$ cat src/rtl/i2c_pkg.sv
// Shared definitions for the I2C register bank.
//   REG_W   : register width in bits
//   RW_BIT  : position of the read/write flag inside the slave's address byte
//   state_e : register-bank transaction state
package i2c_pkg;

  localparam int unsigned REG_W  = 8;
  localparam int unsigned RW_BIT = 0;

  typedef enum logic [1:0] {
    StIdle   = 2'd0,
    StGetPtr = 2'd1,
    StWrite  = 2'd2,
    StRead   = 2'd3
  } state_e;

endpackage

$ cat src/rtl/i2c_reg_bank.sv
// Pointer-addressed byte register bank behind an I2C slave.
// An I2C write sets the pointer from its first data byte, and each later byte
// writes reg[ptr] and then advances ptr. An I2C read returns reg[ptr] and
// advances ptr each time the slave loads a byte. Read-only slots mirror regs_in.
// Ports:
//   clk, rst                 : clock, synchronous active-high reset
//   i2c_addr_rw(_valid_stb)  : matched address byte {addr, rw} and its strobe
//   i2c_data_rx(_valid_stb)  : received data byte and its strobe
//   i2c_data_tx              : next byte for the slave to transmit
//   i2c_data_tx_loaded_stb   : slave captured i2c_data_tx
//   i2c_data_tx_done_stb     : byte shifted out (informational)
//   i2c_error_stb            : bus error, aborts to idle
//   regs_in / regs_out       : status inputs for RO slots / bank contents
//   reg_wr_stb               : one-cycle pulse per written register
module i2c_reg_bank
  import i2c_pkg::*;
#(
  parameter int unsigned                   NUM_REGS   = 8,
  parameter logic [NUM_REGS-1:0]           RO_MASK    = '0,
  parameter logic [NUM_REGS*REG_W-1:0]     RESET_VALS = '0
) (
  input  logic                      clk,
  input  logic                      rst,
  input  logic [REG_W-1:0]          i2c_addr_rw,
  input  logic                      i2c_addr_rw_valid_stb,
  input  logic [REG_W-1:0]          i2c_data_rx,
  input  logic                      i2c_data_rx_valid_stb,
  output logic [REG_W-1:0]          i2c_data_tx,
  input  logic                      i2c_data_tx_loaded_stb,
  input  logic                      i2c_data_tx_done_stb,
  input  logic                      i2c_error_stb,
  input  logic [NUM_REGS*REG_W-1:0] regs_in,
  output logic [NUM_REGS*REG_W-1:0] regs_out,
  output logic [NUM_REGS-1:0]       reg_wr_stb
);

  localparam int unsigned PTR_W = (NUM_REGS > 1) ? $clog2(NUM_REGS) : 1;

  state_e                state_q, state_d;
  logic [PTR_W-1:0]      ptr_q, ptr_d;
  logic [REG_W-1:0]      tx_q, tx_d;
  logic                  pend_q, pend_d;  // reload tx from the advanced ptr
  logic [NUM_REGS-1:0]   wr_stb_q, wr_stb_d;
  logic [REG_W-1:0]      rd_byte [NUM_REGS];
  logic                  rw;

  assign rw = i2c_addr_rw[RW_BIT];

  // Only the rw bit of the address byte matters here; done is informational
  // and non-RO bytes of regs_in are ignored.
  logic unused_inputs;
  assign unused_inputs = ^{i2c_addr_rw, i2c_data_tx_done_stb, regs_in};

  // State register
  always_ff @(posedge clk) begin
    if (rst) begin
      state_q <= StIdle;
    end else begin
      state_q <= state_d;
    end
  end

  // Next-state logic: error beats address, address beats data.
  always_comb begin
    state_d = state_q;
    if (i2c_error_stb) begin
      state_d = StIdle;
    end else if (i2c_addr_rw_valid_stb) begin
      state_d = rw ? StRead : StGetPtr;
    end else if (state_q == StGetPtr && i2c_data_rx_valid_stb) begin
      state_d = StWrite;
    end
  end

  // Pointer, transmit byte and write-strobe next values
  always_comb begin
    ptr_d    = ptr_q;
    tx_d     = tx_q;
    pend_d   = 1'b0;
    wr_stb_d = '0;
    if (i2c_error_stb) begin
      // abort: pointer and tx byte retained, no write
    end else if (i2c_addr_rw_valid_stb) begin
      if (rw) begin
        tx_d = rd_byte[ptr_q];
      end
    end else begin
      unique case (state_q)
        StGetPtr: begin
          if (i2c_data_rx_valid_stb) begin
            ptr_d = i2c_data_rx[PTR_W-1:0];
          end
        end
        StWrite: begin
          if (i2c_data_rx_valid_stb) begin
            if (!RO_MASK[ptr_q]) begin
              wr_stb_d[ptr_q] = 1'b1;
            end
            ptr_d = ptr_q + PTR_W'(1);
          end
        end
        StRead: begin
          if (pend_q) begin
            tx_d = rd_byte[ptr_q];
          end
          if (i2c_data_tx_loaded_stb) begin
            ptr_d  = ptr_q + PTR_W'(1);
            pend_d = 1'b1;
          end
        end
        default: ;
      endcase
    end
  end

  always_ff @(posedge clk) begin
    if (rst) begin
      ptr_q    <= '0;
      tx_q     <= '0;
      pend_q   <= 1'b0;
      wr_stb_q <= '0;
    end else begin
      ptr_q    <= ptr_d;
      tx_q     <= tx_d;
      pend_q   <= pend_d;
      wr_stb_q <= wr_stb_d;
    end
  end

  // Per-slot storage: RO slots have no flops and expose regs_in directly.
  for (genvar i = 0; i < NUM_REGS; i++) begin : g_slot
    if (RO_MASK[i]) begin : g_ro
      assign rd_byte[i] = regs_in[i*REG_W +: REG_W];
    end else begin : g_rw
      logic [REG_W-1:0] store_q;
      always_ff @(posedge clk) begin
        if (rst) begin
          store_q <= RESET_VALS[i*REG_W +: REG_W];
        end else if (wr_stb_d[i]) begin
          store_q <= i2c_data_rx;
        end
      end
      assign rd_byte[i] = store_q;
    end
    assign regs_out[i*REG_W +: REG_W] = rd_byte[i];
  end

  assign i2c_data_tx = tx_q;
  assign reg_wr_stb  = wr_stb_q;

endmodule

$ cat config.mk
export PLATFORM = sky130hd
export DESIGN_NAME = i2c_reg_bank
export DESIGN_NICKNAME = d
export VERILOG_FILES = /design/src/rtl/i2c_pkg.sv /design/src/rtl/i2c_reg_bank.sv
export SDC_FILE = /design/constraint.sdc
export NUM_CORES = 1
export LEC_CHECK = 0
export BUFFER_PORTS_ARGS = -buffer_cell sky130_fd_sc_hd__buf_2
export CAP_MARGIN = 20
export CORE_MARGIN = 1.5
export CORE_UTILIZATION = 42
export DETAILED_ROUTE_END_ITERATION = 10
export PLACE_DENSITY = 0.82
export SLEW_MARGIN = 30
export SYNTH_ARGS = -nofsm -noshare
export SYNTH_HDL_FRONTEND = slang
export SYNTH_SLANG_ARGS = --single-unit
$ cat constraint.sdc
create_clock -name clk -period 1.7 [get_ports clk]
set_clock_uncertainty 0.1 [all_clocks]
set_input_delay 0.34 -clock clk [delete_from_list [all_inputs] [get_ports clk]]
set_output_delay 0.34 -clock clk [all_outputs]
set_load 0.005 [all_outputs]
==> Yosys cells after proc, flatten, opt, wreduce, memory -nomap -nowiden <==
Memories as Yosys holds them, arrays and structs flattened. A register that Yosys moved wholly into a read port is not among the register bits.
Index checks and enable logic that the tools add are counted.
{ "op_classes": {"n_lt_le_gt_ge": 3, "n_mux": 25, "eq_ne": 7, "bitwise_logic": 4, "n_reduce_logical": 10, "add_sub_neg": 1} }
{ "op_table": {"columns": ["cell", "count"], "rows": [
  ["8-bit 2-to-1 mux", 11],
  ["8-bit binary-select mux with 3-bit select", 1],
  ["3-bit 2-to-1 mux", 5],
  ["3-bit one-hot mux with 3 select lines", 1],
  ["2-bit != test, second input constant", 4],
  ["2-bit 2-to-1 mux", 3],
  ["6-bit AND reduction", 1],
  ["2-bit nonzero test", 3],
  ["2-bit == test, second input constant", 2],
  ["4-bit >= comparator, second input constant", 1],
  ["3-bit by 4-bit < comparator with 1-bit output, second input constant", 1],
  ["3-bit NOT with 4-bit output", 1],
  ["4-bit AND reduction", 1],
  ["4-bit OR reduction", 1],
  ["3-bit by 1-bit adder with 3-bit output, second input constant", 1],
  ["1-bit demux with 3-bit select", 1],
  ["3-bit by 1-bit >= comparator with 1-bit output, second input constant", 1],
  ["1-bit 2-to-1 mux", 3],
  ["1-bit NOT", 3],
  ["3-bit nonzero test", 1],
  ["2-bit by 1-bit == test with 1-bit output, second input constant", 1],
  ["1-bit logical AND", 2],
  ["2-bit OR reduction", 1]
]} }
{ "word_totals": {"wordCells": 64, "output_inout_bits": 80, "mem_bits_ro": 8, "register_bits": 86, "input_bits": 87, "memories": 1} }
{ "mem_list": {"columns": ["memory", "depth", "width", "read_ports", "rd_clocked_by_memory_dff", "wr", "line_no", "source"], "rows": [
  ["(name not given)", 8, 1, 1, 1, 0, "i2c_reg_bank.sv:96", "if (!RO_MASK[ptr_q]) begin"]
]} }

==> Longest topological paths before layout <==
Gate-level depths: netlist (run 1).
{ "depth": {"depth_word": 9, "ltp_mapped": 8, "ltp_nobuf": 6} }

==> Least setup slack after synthesis (run 1) <==
Ideal clock, no wire load.
{ "synth_timing": {"path_type": "reg-to-reg", "from": "register state_q[1]", "to": "register g_slot[0].g_rw.store_q[0]", "period_less_slack_ps": 1803, "setup_ps": 128, "required_ps": 1472, "arrival_ps": 1576, "stages_incl_launch_ff": 7, "n_path_buf": 1, "path_slack_ps": -103, "path_cell_list": "dfxtp_1 ha_1 nand4bb_1 buf_6 nor4_4 mux2i_1 nor2_1"} }
{ "synth_via": {"elab_chain_len": 4} }
{ "synth_rtl": {"columns": ["item", "line_no", "source"], "rows": [
  ["start, declared", "i2c_reg_bank.sv:39", "state_e state_q, state_d;"],
  ["start signal, assigned", "i2c_reg_bank.sv:57", "state_q <= StIdle;"],
  ["start signal, assigned", "i2c_reg_bank.sv:59", "state_q <= state_d;"],
  ["2-bit == test", "i2c_reg_bank.sv:88", "unique case (state_q)"],
  ["8-bit 2-to-1 mux", "i2c_reg_bank.sv:88", null],
  ["8-bit 2-to-1 mux", "i2c_reg_bank.sv:83", "end else if (i2c_addr_rw_valid_stb) begin"],
  ["8-bit 2-to-1 mux", "i2c_reg_bank.sv:81", "if (i2c_error_stb) begin"],
  ["end signal, assigned", "i2c_reg_bank.sv:138", "store_q <= RESET_VALS[i*REG_W +: REG_W];"],
  ["end signal, assigned", "i2c_reg_bank.sv:140", "store_q <= i2c_data_rx;"],
  ["end, declared", "i2c_reg_bank.sv:135", "logic [REG_W-1:0] store_q;"]
]} }
No other way between the ends.
A chain may end at the register's enable or synchronous reset.

==> Worst setup path in the final report (run 1) <==
{ "layout_timing": {"from": "register state_q[0]", "to": "register g_slot[7].g_rw.store_q[0]"} }
{ "layout_via": {"elab_chain_len": 4} }
{ "layout_rtl": {"columns": ["item", "line_no"], "rows": [
  ["2-bit == test", "i2c_reg_bank.sv:88"],
  ["8-bit 2-to-1 mux", "i2c_reg_bank.sv:88"],
  ["8-bit 2-to-1 mux", "i2c_reg_bank.sv:83"],
  ["8-bit 2-to-1 mux", "i2c_reg_bank.sv:81"],
  ["end signal, assigned", "i2c_reg_bank.sv:138"],
  ["end signal, assigned", "i2c_reg_bank.sv:140"],
  ["end, declared", "i2c_reg_bank.sv:135"]
]} }
No other way between the ends.

==> results.cfg, run 1 <==
[global_route]
overflow = 0
antenna_found_initial = 0
grt_max_degree = 41
grt_pass1_vias = 2934
grt_pass1_wl_um = 15100
grt.total_usage_pct = 22.1

[placement]
hpwl_um = 6920
port_buffers = 94
placed_area_um2 = 4520
dp.cells = 543
gp_congestion = 0.818
pre_cts_ws_ns = -0.0456

[detailed_routing]
drt_pass1_iterations = 4
drt_iter0_markers = 123
postRouteAntennaNets = 0
via_per_inst = 5.35
post-route-drc-count = 0
via_count = 2983
drt_wl_total_um = 9600
drt-wirelength-per-cell_um = 17.2

[power]
cellPowerDensity_nw_per_um2 = 787
power_leakage_uw = 0.00223
ir_worst_vdd_mv = 0.432

[cells_and_area]
seq_area_um2 = 1730
stdcell_area_um2 = 4740
num_antenna_cells = 0
final_cells = 558
nFillCells = 725
syn2layout_area_growth_pct = 29.0
fin_util_pct = 56.8
layout-drive-gt1-share_pct = 37.5
multi_input_area_um2 = 1830
fin_nets = 539

[clock_tree]
numCtsBuffers = 9
path_clk_slew_ns = 0.08
cts-root-buf = clkbuf_8
cts_tree = yes
clockBufferDepth = 2
clk_latency_ns = 0.36
post_cts_buffers = 0
cts.sinks = 86
htree_levels = 3
holdBufCountCts = 0

[logic_synthesis]
syn_nets = 436
synthCells = 345
synth_warnings = 0
yosys.area.top_type_share_pct = 46.9
avgSynthCellArea_um2 = 10.6
syn-cell-area_um2 = 3670
yosysTopAreaCell = dfxtp_1
ys_ff_latch = 86
ys_types = 34
synth_area_leaders = dfxtp_1 (47%), mux2i_1 (18%), mux4_2 (9.8%), nor2_1 (8.4%), nor3_1 (2.0%)
seq_area_frac_synth_pct = 46.9

[floorplanning]
ioPinCount = 167
placementRows = 33
start_util_pct = 44.0
die-height_um = 96.5
die_area_um2 = 9320
coreArea_um2 = 8340
die_x_um = 96.5

[timing]
fin_crit_ns = 1.69
hold_violations = 0
period_share_pct = 99.3
setup_viol = 0
worstMarginPinSlew_ns = 0.371
fin_ws_ns = 0.0116
drv_slew = 0
rsz0062_at_grt = yes
slew_headroom_pct = 75.3
finalSetupTns_ns = 0
timing.fmax_mhz = 592

[outcome]
status = complete, no violations

[flow_run]
drv_cap = 0

[worst_setup_path]
arrival_ns = 1.85
critical_path_required_ns = 1.86
startpoint_type = flip-flop
criticalPathCategory = flip-flop to flip-flop
critPathCaptureType = flip-flop
cp_max_fo = 8

[worst_hold_path]
hold_path_class = primary input to flip-flop
==> routing by layer <==
metal / wire, um / part of all wire, % / GRT usage (%)
met1: 3880 / 40 / 26.7
met2: 5050 / 53 / 38.3
met3: 545 / 5.7 / 4.85
met4: 133 / 1.4 / 7.97
met5: 0 / 0 / 0
==> critical path: stages (launching register included) <==
cell and delay, ns:
dfxtp_4 0.37, inv_2 0.06, ha_4 0.12, and4bb_2 0.34
nand4_2 0.15, buf_12 0.18, mux2i_1 0.19, nor2_1 0.06
==> cells in the mapped netlist <==
cell / n
nand4_2: 2
a211o_1: 1
and4bb_1: 1
mux2i_1: 65
nand3_2: 1
a21o_1: 1
and3b_1: 1
o21ai_0: 1
buf_2: 6
inv_2: 1
dfxtp_1: 86
o211ai_1: 3
buf_6: 1
o22ai_1: 8
a21oi_1: 4
nor3_4: 3
nor2_1: 82
nor3_1: 15
o21a_1: 2
clkbuf_1: 18
mux4_2: 16
nand4bb_1: 1
nand2_1: 6
buf_4: 1
nor4_1: 2
nand2b_1: 3
and2_1: 2
nor4_4: 1
o221ai_1: 1
inv_1: 3
ha_1: 4
buf_8: 1
nand4b_1: 1
mux2_2: 1
==> layout make-up <==
cell class                 instances  share of cell area [%]
multi-input combinational        228                    38.7
clock inverter                     3                   0.871
timing repair buffer             119                    17.5
inverter                           4                   0.317
sequential                        86                    36.5
tap                              105                    2.77
clock buffer                      13                    3.35
==> cells by family (layout without fill, tap and decap cells) <==
| kind of cell | Yosys count | in the layout | synth area share, % |
|---|---|---|---|
| compound gates | 21 | 21 | 3.75 |
| fa+ha+maj | 4 | 4 | 1.36 |
| buf+inv | 31 | 139 | 3.98 |
| flops | 86 | 86 | 46.9 |
| mux | 82 | 82 | 27.8 |
| simple gates | 121 | 121 | 16.2 |
==> cells in the final DEF (no fill, tap or decap), types with 2 or more instances in the layout <==
cell      instances
a21oi_1           4
and2_1            2
buf_12           13
buf_2            94
buf_4            10
buf_6             2
clkbuf_1          2
clkbuf_8         11
dfxtp_1          82
dfxtp_2           2
dfxtp_4           2
ha_1              2
inv_1             2
inv_2             2
mux2i_1          62
mux2i_2           3
mux4_2           16
nand2_1           6
nand2b_1          3
nand4_2           2
nor2_1           82
nor3_1           15
nor3_4            3
nor4_1            2
o211ai_1          3
o22ai_1           8
==> what timing repair did <==
item | in CTS | in global routing
pin swaps | 1 | 2
gates resized for setup | 2 | 8
setup endpoints to repair | 13 | 41
==> metrics by stage <==
stage / hold slack, ns / total power [uW]
floorplan: 0.312 / 2200
global placement: 0.377 / 2280
detailed placement: 0.386 / 2290
CTS: 0.185 / 3760
global route: 0.204 / 3870
finish: 0.189 / 3730
==> final timing paths <==
path,startpoint,end,slack (ns),depth (start not counted)
worst min-delay path,i2c_error_stb,state_q[0]$_SDFFE_PP0P_,0.19,3
worst max register to register,state_q[0]$_SDFFE_PP0P_,g_slot[7].g_rw.store_q[0]$_SDFFE_PP0P_,0.01,7
worst max-delay path,state_q[0]$_SDFFE_PP0P_,g_slot[7].g_rw.store_q[0]$_SDFFE_PP0P_,0.01,7
worst min register to register,i2c_data_tx[5]$_SDFFE_PP0P_,i2c_data_tx[5]$_SDFFE_PP0P_,0.40,2
==> report_power, final <==
| part | internal (uW) | switching [uW] |
|---|---|---|
| Combinational | 80.8 | 124 |
| Sequential | 2020 | 14.0 |
| Clock | 760 | 728 |
| Total | 2870 | 866 |
==> sequential cells by signal (all words and copies together), names as in the netlist <==
signal	flops
g_slot.g_rw.store_q	64
i2c_data_tx	8
reg_wr_stb	8
ptr_q	3
state_q	2
pend_q	1
Note: power is estimated with default switching activity, not from simulation.
==> run 2: changes to the inputs <==
- CORE_UTILIZATION: 42 -> 50
- PLACE_DENSITY: 0.82 -> 0.9
- clock period: 1.7 -> 2.1 ns (I/O delays scaled with it)
==> results.cfg, run 2 (synthesis gave the netlist of run 1 again) <==
[placement]
placed_area_um2 = 4260
hpwl_um = 6430
gp_congestion = 0.810
port_buffers = 94

[detailed_routing]
via_count = 2993
drt_pass1_iterations = 5
drt-wirelength-per-cell_um = 17.2
post-route-drc-count = 0
postRouteAntennaNets = 0
drt_wl_total_um = 9360
drt_iter0_markers = 252
via_per_inst = 5.50

[clock_tree]
clockBufferDepth = 2
path_clk_slew_ns = 0.08
clk_latency_ns = 0.36
htree_levels = 3
numCtsBuffers = 9
cts_resized = 0
cts.sinks = 86
cts_tree = yes
cts-root-buf = clkbuf_8

[timing]
rsz0062_at_grt = no
worstMarginPinSlew_ns = 0.548
setup_viol = 0
fin_crit_ns = 1.96
finalSetupTns_ns = 0
hold_violations = 0
slew_headroom_pct = 63.5
timing.fmax_mhz = 509
drv_slew = 0
period_share_pct = 93.5

[power]
switching_power_uw = 694
p_int_uw = 2420
ir_worst_vdd_mv = 0.363
power.share.clock_pct = 42.5
swShare_pct = 22.3
power_frac_seq_pct = 52.9
cellPowerDensity_nw_per_um2 = 693
power_frac_comb_pct = 4.6
power_leakage_uw = 0.00215

[floorplanning]
placementRows = 31
die_x_um = 88.7
coreArea_um2 = 7180
start_util_pct = 51.2
ioPinCount = 167
die-height_um = 88.7
die_area_um2 = 7870

[worst_setup_path]
critical_path_required_ns = 2.24
startpoint_type = flip-flop
criticalPathCategory = flip-flop to flip-flop
arrival_ns = 2.10
cp_max_fo = 8
critPathCaptureType = flip-flop

[global_route]
top_usage_layer = met2
use_met3_pct = 7.28
use_met1_pct = 30.3
grt_use_met2_pct = 41.4
overflow = 0
grt_pass1_wl_um = 14500
antenna_found_initial = 0
grt_pass1_vias = 2885
grt_max_degree = 50
grt.total_usage_pct = 24.6

[cells_and_area]
fin_nets = 531
syn2layout_area_growth_pct = 22.4
largest_register_ffs = 64
layout-drive-gt1-share_pct = 34.4
fin_util_pct = 62.7
num_antenna_cells = 0
layout_common_cells = buf_2 (94), dfxtp_1 (85), nor2_1 (82), mux2i_1 (65), buf_4 (17)
regMostFlops = g_slot.g_rw.store_q
final_common_cell = buf_2
stdcell_area_um2 = 4500

[flow_run]
drv_cap = 0

[outcome]
status = complete, no violations

[worst_hold_path]
hold_path_class = primary input to flip-flop
[run 2: cell types whose count changed in the layout (fill, tap and decap cells not counted), moves of 3 or more]
| cell | previous run | this run |
|---|---|---|
| mux2i_2 | 3 | 0 |
| mux2i_1 | 62 | 65 |
| dfxtp_1 | 82 | 85 |
| buf_4 | 10 | 17 |
| buf_12 | 13 | 0 |
[run 2: path summary, 6_finish.rpt]
kind,from,to,slack (ns),depth (start not counted)
worst max-delay path,state_q[0]$_SDFFE_PP0P_,g_slot[5].g_rw.store_q[2]$_SDFFE_PP0P_,0.14,8
worst min-delay path,i2c_error_stb,state_q[0]$_SDFFE_PP0P_,0.20,2
worst max register to register,state_q[0]$_SDFFE_PP0P_,g_slot[5].g_rw.store_q[2]$_SDFFE_PP0P_,0.14,8
worst min register to register,i2c_data_tx[5]$_SDFFE_PP0P_,i2c_data_tx[5]$_SDFFE_PP0P_,0.40,2
[run 2: cell type report]
| type | count | area [um2] |
|---|---|---|
| fillers | 589 | 2680 |
| multi-input cells | 228 | 1810 |
| flip-flops and latches | 86 | 1720 |
| repair buffers | 111 | 598 |
| clock buffers | 11 | 151 |
| well taps | 99 | 124 |
| clock inverters | 5 | 81.3 |
| inverters | 4 | 15.0 |
[run 2: metrics by stage]
stage	worst slack (ns)	hold WS, ns	power, uW	instances
final	0.136	0.199	3120	544
after global placement	0.244	0.376	1820	527
after floorplan	0.297	0.384	1780	345
after global routing	0.00824	0.195	3210	544
after detailed placement	0.156	0.379	1830	527
after CTS	0.0532	0.189	3120	543
[run 2: power groups by stage]
| stage | Combinational, uW | Clock [uW] | Sequential, uW |
|---|---|---|---|
| CTS | 142 | 1330 | 1650 |
| detailed placement | 140 | 0 | 1690 |
| global placement | 136 | 0 | 1690 |
| global route | 156 | 1400 | 1650 |
| finish | 144 | 1320 | 1650 |
| floorplan | 94.7 | 0 | 1690 |
[run 2: layer usage]
layer  part of all wire [%]  vias up  routed length, um
met5                      0        -                  0
met4                    1.5        0                143
met3                    7.2       16                675
met2                     51      119               4750
met1                     40     1457               3790
li1                       -     1401                  -
[run 2: worst max-delay path, cell delays in order, from the launching register on]
cell      delay (ns)
dfxtp_1         0.39
inv_1           0.07
ha_1            0.25
and4bb_1        0.26
buf_4           0.17
nand4b_1        0.09
buf_4           0.23
mux2i_1         0.22
nor2_1          0.06
[run 2: timing repair]
action	CTS	global route
endpoints found under the setup margin	0	2
hold buffers	0	0
setup buffers	0	1
==> run 3: changes to the inputs <==
- CORE_UTILIZATION: 50 -> 31
- PLACE_DENSITY: 0.9 -> 0.63
==> results.cfg, run 3 (synthesis gave the netlist of run 1 again) <==
[outcome]
status = complete, no violations

[cells_and_area]
regMostFlops = g_slot.g_rw.store_q
fin_nets = 535
layout_common_cells = buf_2 (94), dfxtp_1 (85), nor2_1 (82), mux2i_1 (65), buf_4 (18)
syn2layout_area_growth_pct = 27.0
largest_register_ffs = 64
nFillCells = 1129
num_antenna_cells = 0
layout-drive-gt1-share_pct = 34.5
final_cells = 592
final_common_cell = buf_2

[worst_setup_path]
cp_slowest_cell = dfxtp_1
ff2ff_path_depth = 7
arrival_ns = 2.00
rrSetupSlack_ns = 0.20
critPathCaptureType = flip-flop
criticalPathCategory = flip-flop to flip-flop
cp_top_family = buffers and inverters
r2r-end = g_slot[2].g_rw.store_q[1]$_SDFFE_PP0P_
critical_path_required_ns = 2.20
path_depth = 7
cp_max_fo = 8
r2r-start = state_q[1]$_SDFFE_PP0P_
crit_path_frequent_cell = buf_4
critPathMaxStageDelay_ns = 0.42
crit_chain = ha_1, nand4bb_1, buf_4, nor3_4, buf_4, mux2i_1, nor2_1
path_buf_inv = 2
startpoint_type = flip-flop

[clock_tree]
htree_levels = 3
cts_tree = yes
cts.sinks = 86
clk_latency_ns = 0.34
clockBufferDepth = 2
cts-root-buf = clkbuf_16
path_clk_slew_ns = 0.06
numCtsBuffers = 9

[detailed_routing]
drt_pass1_iterations = 4
drt_wl_total_um = 9830
postRouteAntennaNets = 0
post-route-drc-count = 0
via_count = 2914
drt-wirelength-per-cell_um = 16.6
drt_iter0_markers = 58
via_per_inst = 4.92

[timing]
hold_violations = 0
fin_crit_ns = 1.90
finalSetupTns_ns = 0
slew_headroom_pct = 61.5
timing.fmax_mhz = 528
worstMarginPinSlew_ns = 0.578
period_share_pct = 90.2
fin_ws_ns = 0.205
setup_viol = 0
drv_slew = 0
rsz0062_at_grt = no

[floorplanning]
placementRows = 39
die_area_um2 = 12500
die_x_um = 112
start_util_pct = 32.0
ioPinCount = 167
die-height_um = 112
coreArea_um2 = 11500

[placement]
pre_cts_ws_ns = 0.130
dp.cells = 575
hpwl_um = 7030
gp_congestion = 0.737
port_buffers = 94

[worst_hold_path]
hold_path_class = primary input to flip-flop
min_from = i2c_error_stb
holdPathEnd = state_q[0]$_SDFFE_PP0P_
min_path_cells = 2

[power]
ir_worst_vdd_mv = 0.409
cellPowerDensity_nw_per_um2 = 710
power_leakage_uw = 0.00220

[global_route]
overflow = 0
grt_pass1_vias = 2733
grt.total_usage_pct = 16.2
grt_max_degree = 28
antenna_found_initial = 0
grt_pass1_wl_um = 15600

[flow_run]
drv_cap = 0
## run 3: cell count changes in the layout (fill, tap and decap cells not counted)
cell,previous run,this run
clkbuf_16,0,9
bufinv_16,2,0
buf_12,0,3
clkbuf_1,0,2
inv_6,0,1
buf_4,17,18
clkbuf_8,11,1
## run 3: through the flow
| stage | power (uW) | cell area, um2 | utilization (%) | hold WS [ns] |
|---|---|---|---|---|
| after floorplan | 1780 | 3670 | - | 0.384 |
| after global placement | 1840 | 4380 | 38.2 | 0.381 |
| after detailed placement | 1840 | 4380 | 38.2 | 0.377 |
| after CTS | 3350 | 4660 | 40.6 | 0.213 |
| after global routing | 3430 | 4660 | 40.7 | 0.227 |
| final | 3310 | 4660 | 40.7 | 0.228 |
## run 3: final cells by class
type / instances / area, um2 / area share, %
inverter: 4 / 15.0 / 0.322
sequential: 86 / 1720 / 36.9
tap: 143 / 179 / 3.84
clock buffer: 12 / 246 / 5.28
clock inverter: 4 / 30.0 / 0.644
multi-input combinational: 228 / 1810 / 38.7
timing repair buffer: 115 / 666 / 14.3
## run 3: per-layer routing
metal | share of wire [%] | global-route usage [%] | vias up
li1 | - | - | 1416
met1 | 44 | 20.8 | 1404
met2 | 50 | 26.9 | 83
met3 | 4.7 | 3.97 | 11
met4 | 1.4 | 5.40 | 0
met5 | 0 | 0 | -
## run 3: power breakdown
group | internal, uW | total (uW) | leakage (uW) | switching, uW
logic | 58.9 | 156 | 0.00137 | 97.1
clock network | 840 | 1500 | 0.000133 | 662
registers | 1640 | 1650 | 0.000694 | 10.0
total | 2540 | 3310 | 0.00220 | 770
## run 3: worst max-delay path by stage
stage / startpoint / endpoint / slack, ns
after floorplan: state_q[1]$_SDFFE_PP0P_ / g_slot[0].g_rw.store_q[0]$_SDFFE_PP0P_ / 0.30
after global placement: i2c_addr_rw_valid_stb / i2c_data_tx[7]$_SDFFE_PP0P_ / 0.21
after detailed placement: state_q[1]$_SDFFE_PP0P_ / i2c_data_tx[0]$_SDFFE_PP0P_ / 0.13
after CTS: state_q[1]$_SDFFE_PP0P_ / i2c_data_tx[5]$_SDFFE_PP0P_ / 0.10
after global routing: state_q[1]$_SDFFE_PP0P_ / g_slot[7].g_rw.store_q[4]$_SDFFE_PP0P_ / 0.04
final: state_q[1]$_SDFFE_PP0P_ / g_slot[2].g_rw.store_q[1]$_SDFFE_PP0P_ / 0.20
## run 3: repair_timing
action                                  4_1_cts  5_1_grt
hold buffers                                  0        0
buffers inserted                              0        1
endpoints found under the setup margin        0        8
resized for setup                             0        0
hold endpoints to repair                      0        0
## run 3: worst register-to-register path, stage by stage (launching register included)
cell and delay, ns:
dfxtp_1 0.42, ha_1 0.29, nand4bb_1 0.12, buf_4 0.19
nor3_4 0.15, buf_4 0.24, mux2i_1 0.21, nor2_1 0.05
